File: config.mk
export PLATFORM = sky130hd
export DESIGN_NAME = sat_cnt
export DESIGN_NICKNAME = d
export VERILOG_FILES = /design/src/rtl/and_checker_sat_cnt.sv
export SDC_FILE = /design/constraint.sdc
export NUM_CORES = 1
export LEC_CHECK = 0
export ABC_AREA = 0
export BUFFER_PORTS_ARGS = -buffer_cell sky130_fd_sc_hd__buf_4
export CAP_MARGIN = 30
export CORE_AREA = 2 2 39 41
export DETAILED_ROUTE_END_ITERATION = 10
export DIE_AREA = 0 0 41 43
export PLACE_DENSITY_LB_ADDON = 0.05
export SLEW_MARGIN = 10
export SYNTH_ARGS = -nofsm -noshare
export SYNTH_HDL_FRONTEND = slang
export SYNTH_SLANG_ARGS = --single-unit
File: constraint.sdc
create_clock -name clk -period 1.55 [get_ports clk]
set_input_delay 0.31 -clock clk [delete_from_list [all_inputs] [get_ports clk]]
set_output_delay 0.31 -clock clk [all_outputs]
set_load 0.01 [all_outputs]
File: src/rtl/and_checker_sat_cnt.sv
// sat_cnt: saturating up-counter with synchronous clear
module sat_cnt #(
    parameter int W   = 8,
    parameter int MAX = 255
) (
    input  logic         clk,
    input  logic         rst,
    input  logic         clr,
    input  logic         inc,
    output logic [W-1:0] cnt
);
    logic [W-1:0] cnt_d, cnt_q;

    always_comb begin
        cnt_d = clr ? '0 : (inc && cnt_q != W'(MAX)) ? cnt_q + W'(1) : cnt_q;
    end

    always_ff @(posedge clk or posedge rst) begin
        if (rst) cnt_q <= '0;
        else     cnt_q <= cnt_d;
    end

    assign cnt = cnt_q;
endmodule

# [After elaboration in Yosys (flattened, before gate mapping)]
# Index checks and enable logic that the tools add are counted.
# Widths: inputs -> output; s select.
[word_totals] regBits=8 input_bits=4
[op_classes] add_sub_neg=1 n_eq_ne=1 mux=2 n_reduce_logical=2
[ops] cell="$mux 8" n=2
[ops] cell="$add 8x1->8 const B" n=1
[ops] cell="$ne 8x8->1 const B" n=1
[ops] cell="$reduce_bool 2->1" n=1
[ops] cell="$logic_and 1x1->1" n=1

# [Depth between registers and ports, before layout]
[logic_depth] ltp_word=4 mapped_depth=5 mapped_depth_nobuf=4

# [Worst setup path after synthesis]
# No wires, ideal clock.
[synth_timing] path_type="reg-to-reg" start="reg cnt_q[0] (netlist: cnt[0])" end="reg cnt_q[0] (netlist: cnt[0])" arrival_time_ns=1.474 required_time_ns=1.425 path_slack_ns=-0.049 path_stages_with_launch=6 n_path_buf=1 synth_period_minus_slack_ns=1.599 path_cell_list="dfrtp_1 > ha_1 > and4_1 > buf_6 > a21boi_4 > mux2_4"
[synth_between] elab_chain_len=3 word_cells_on_any_way=6 cone_classes="add/sub: 1; eq/ne: 1; mux: 2; reduce/logical: 2"
[synth_rtl] item="start, declared" line_no="12" rtl="logic [W-1:0] cnt_d, cnt_q;"
[synth_rtl] item="start signal, assigned" line_no="20" rtl="else cnt_q <= cnt_d;"
[synth_rtl] item="$add 8x1->8 / $ne 8x8->1 (equally long branches)" line_no="15" rtl="cnt_d = clr ? '0 : (inc && cnt_q != W'(MAX)) ? cnt_q + W'(1) : cnt_q;"
[synth_rtl] item="$mux 8 / $logic_and 1x1->1 (equally long branches)" line_no="15"
[synth_rtl] item="$mux 8 / $reduce_bool 2->1 (equally long branches)"
# Several ways; a longest one is shown, not always the timed one. The select of a mux whose other input is x is not followed.
# A chain may end at the register's enable or synchronous reset.

# [Final worst setup path]
# Ends and elaborated chain as after synthesis.

==> flow_summary.toml <==
[setup_path]
critical_path_class = "register to register"
arrival_ns = 1.66
reg2reg_slack_ns = 0.04
r2r-start = "cnt[0]$_DFFE_PP0P_"
crit_start = "cnt[0]$_DFFE_PP0P_"
cp-end-kind = "register"
crit_fanout = 6
crit_required_ns = 1.71
crit_path_start_kind = "register"

[clocking]
clk_pin_slew_ns = 0.07
holdBufCountCts = 1
cts_tree = "done"
post_cts_resized = 0
numCtsBuffers = 3
h-tree-depth = 1
root_buffer = "clkbuf_4"
cts.sinks = 8
clock_path_buffers = 2
insertion_delay_ns = 0.27
cts_setup_buffers = 0

[logic_synthesis]
syn_area_per_cell_sq_um = 10.06
synth_area_sq_um = 493.0
synth_cells = 49
synth_edf_count = 0
synth-seq-area-share = 0.4061
syn_nets = 54
yosys_warnings = 0
synth_seq_cells = 8
synth_ff_type = "dfrtp_1"
async_flop_share = 1.000
ys_types = 25

[timing]
hold_viol = 0
drv_slew = 0
whs_ns = 0.2849
setup_viol = 0
min_period_over_period = 0.9717
worst_pin_slew_ns = 0.3342
rsz0062_at_grt = "false"
post-route-min-period_ns = 1.506
fmax_mhz = 664.0
worst_clock_skew_ns = 0.01184
setup_tns_ns = 0
slew_headroom = 0.7770

[route]
dr.pass1.iters = 4
drc = 0
routed_wl_microns = 1166
ant_nets = 0
num_vias = 447
drt-initial-drc-count = 2
viasPerCell = 5.519
wire_per_inst_microns = 14.40

[floorplan]
fp.dieH_microns = 43
pin_count = 12
die_w_microns = 41
row_count = 14
dieArea_sq_um = 1763
initial_utilization = 0.3562
fp.coreArea_sq_um = 1384

[placement]
portBuffers = 11
hpwl_microns = 859.5
place.gp.congestion = 0.7355

[final_layout]
largest_reg_flops = 8
antenna_cells = 0
drive_gt1_frac = 0.3692
multi_input_area_sq_um = 264.0
area_growth_pct = 29.44
layout.nets = 71
fillers = 136
mostFrequentLayoutCells = "buf_4, dfrtp_1, a211oi_1, nand4_1"
register_area_sq_um = 201.4
final_common_cell = "buf_4"

[power]
power.density_nw_per_um2 = 731.8
p_leak_nw = 0.2834
peakVddDrop_v = 0.0003727
total_power_w = 0.0004670

[global_route]
grt_usage = 0.1791
grt_max_degree = 12
grt_pass1_vias = 452
globalRouteOverflowTotal = 0
grt_pass1_wl_microns = 1987
antenna_found_initial = 0

[worst_hold_path]
hold_path.class = "input port to register"
hp-start = "clr"

[run_status]
outcome = "completed"

[job]
cap_viol_max_count = 0
==> synthesized netlist by cell type (2+ instances only) <==
master,number,area [sq um]
nand4_1,4,25.02
nand3_1,3,15.01
a21oi_1,2,10.01
nor2_1,2,7.510
a211oi_1,4,30.03
nand2b_1,2,12.51
nor3_1,3,15.01
dfrtp_1,8,200.2
nor2b_1,3,18.77
inv_1,3,11.26
==> layout make-up <==
class,instances,area share
multi-input combinational,35,0.4137
sequential,8,0.3157
timing repair buffer,15,0.1804
clock buffer,4,0.04118
tap,16,0.03137
inverter,3,0.01765
==> cell families after synthesis <==
group | synth area share
DFF | 0.4061
muxes | 0.07359
adders and majority gates | 0.02538
and+or+nand+nor | 0.2843
buffers and inverters | 0.06343
AOI/OAI and AO/OA | 0.1472
==> where the power goes <==
part / switching [W] / internal, W / leakage, nW / total, W
sequential: 0.00000365 / 0.000214 / 0.109 / 0.000218
clock: 0.0000872 / 0.0000993 / 0.0150 / 0.000186
combinational: 0.0000308 / 0.0000319 / 0.160 / 0.0000627
total: 0.000122 / 0.000345 / 0.283 / 0.000467
==> final timing paths <==
check,to,cells after the start
min,cnt[7]$_DFFE_PP0P_,2
max in group asynchronous,cnt[0]$_DFFE_PP0P_,3
min reg2reg,cnt[4]$_DFFE_PP0P_,2
min in group asynchronous,cnt[7]$_DFFE_PP0P_,3
max,cnt[0]$_DFFE_PP0P_,4
max reg2reg,cnt[0]$_DFFE_PP0P_,4
==> worst max-delay path, stage by stage (launching register included) <==
cell and delay [ns]:
dfrtp_2 0.40, ha_2 0.21, and4_1 0.28, a21boi_4 0.19, mux2_4 0.31
==> routing by layer <==
layer / vias up / track usage / part of all wire
met5: - / 0 / 0
met4: 0 / 0.1467 / 0.015
met1: 216 / 0.2178 / 0.44
met2: 15 / 0.2500 / 0.49
met3: 4 / 0.04712 / 0.046
li1: 212 / - / -
==> per-stage QoR <==
stage          std cells  setup slack, ns  cell area (sq um)    util
4_1_cts               81          0.04547              638.1  0.4611
2_1_floorplan         49          0.01153              496.7       -
3_3_place_gp          76          0.07651              601.8  0.4349
6_report              81          0.04392              638.1  0.4611
3_5_place_dp          76          0.04834              601.8  0.4349
5_1_grt               81          0.01283              638.1  0.4611
No activity file was read; power rests on OpenSTA's default activity.
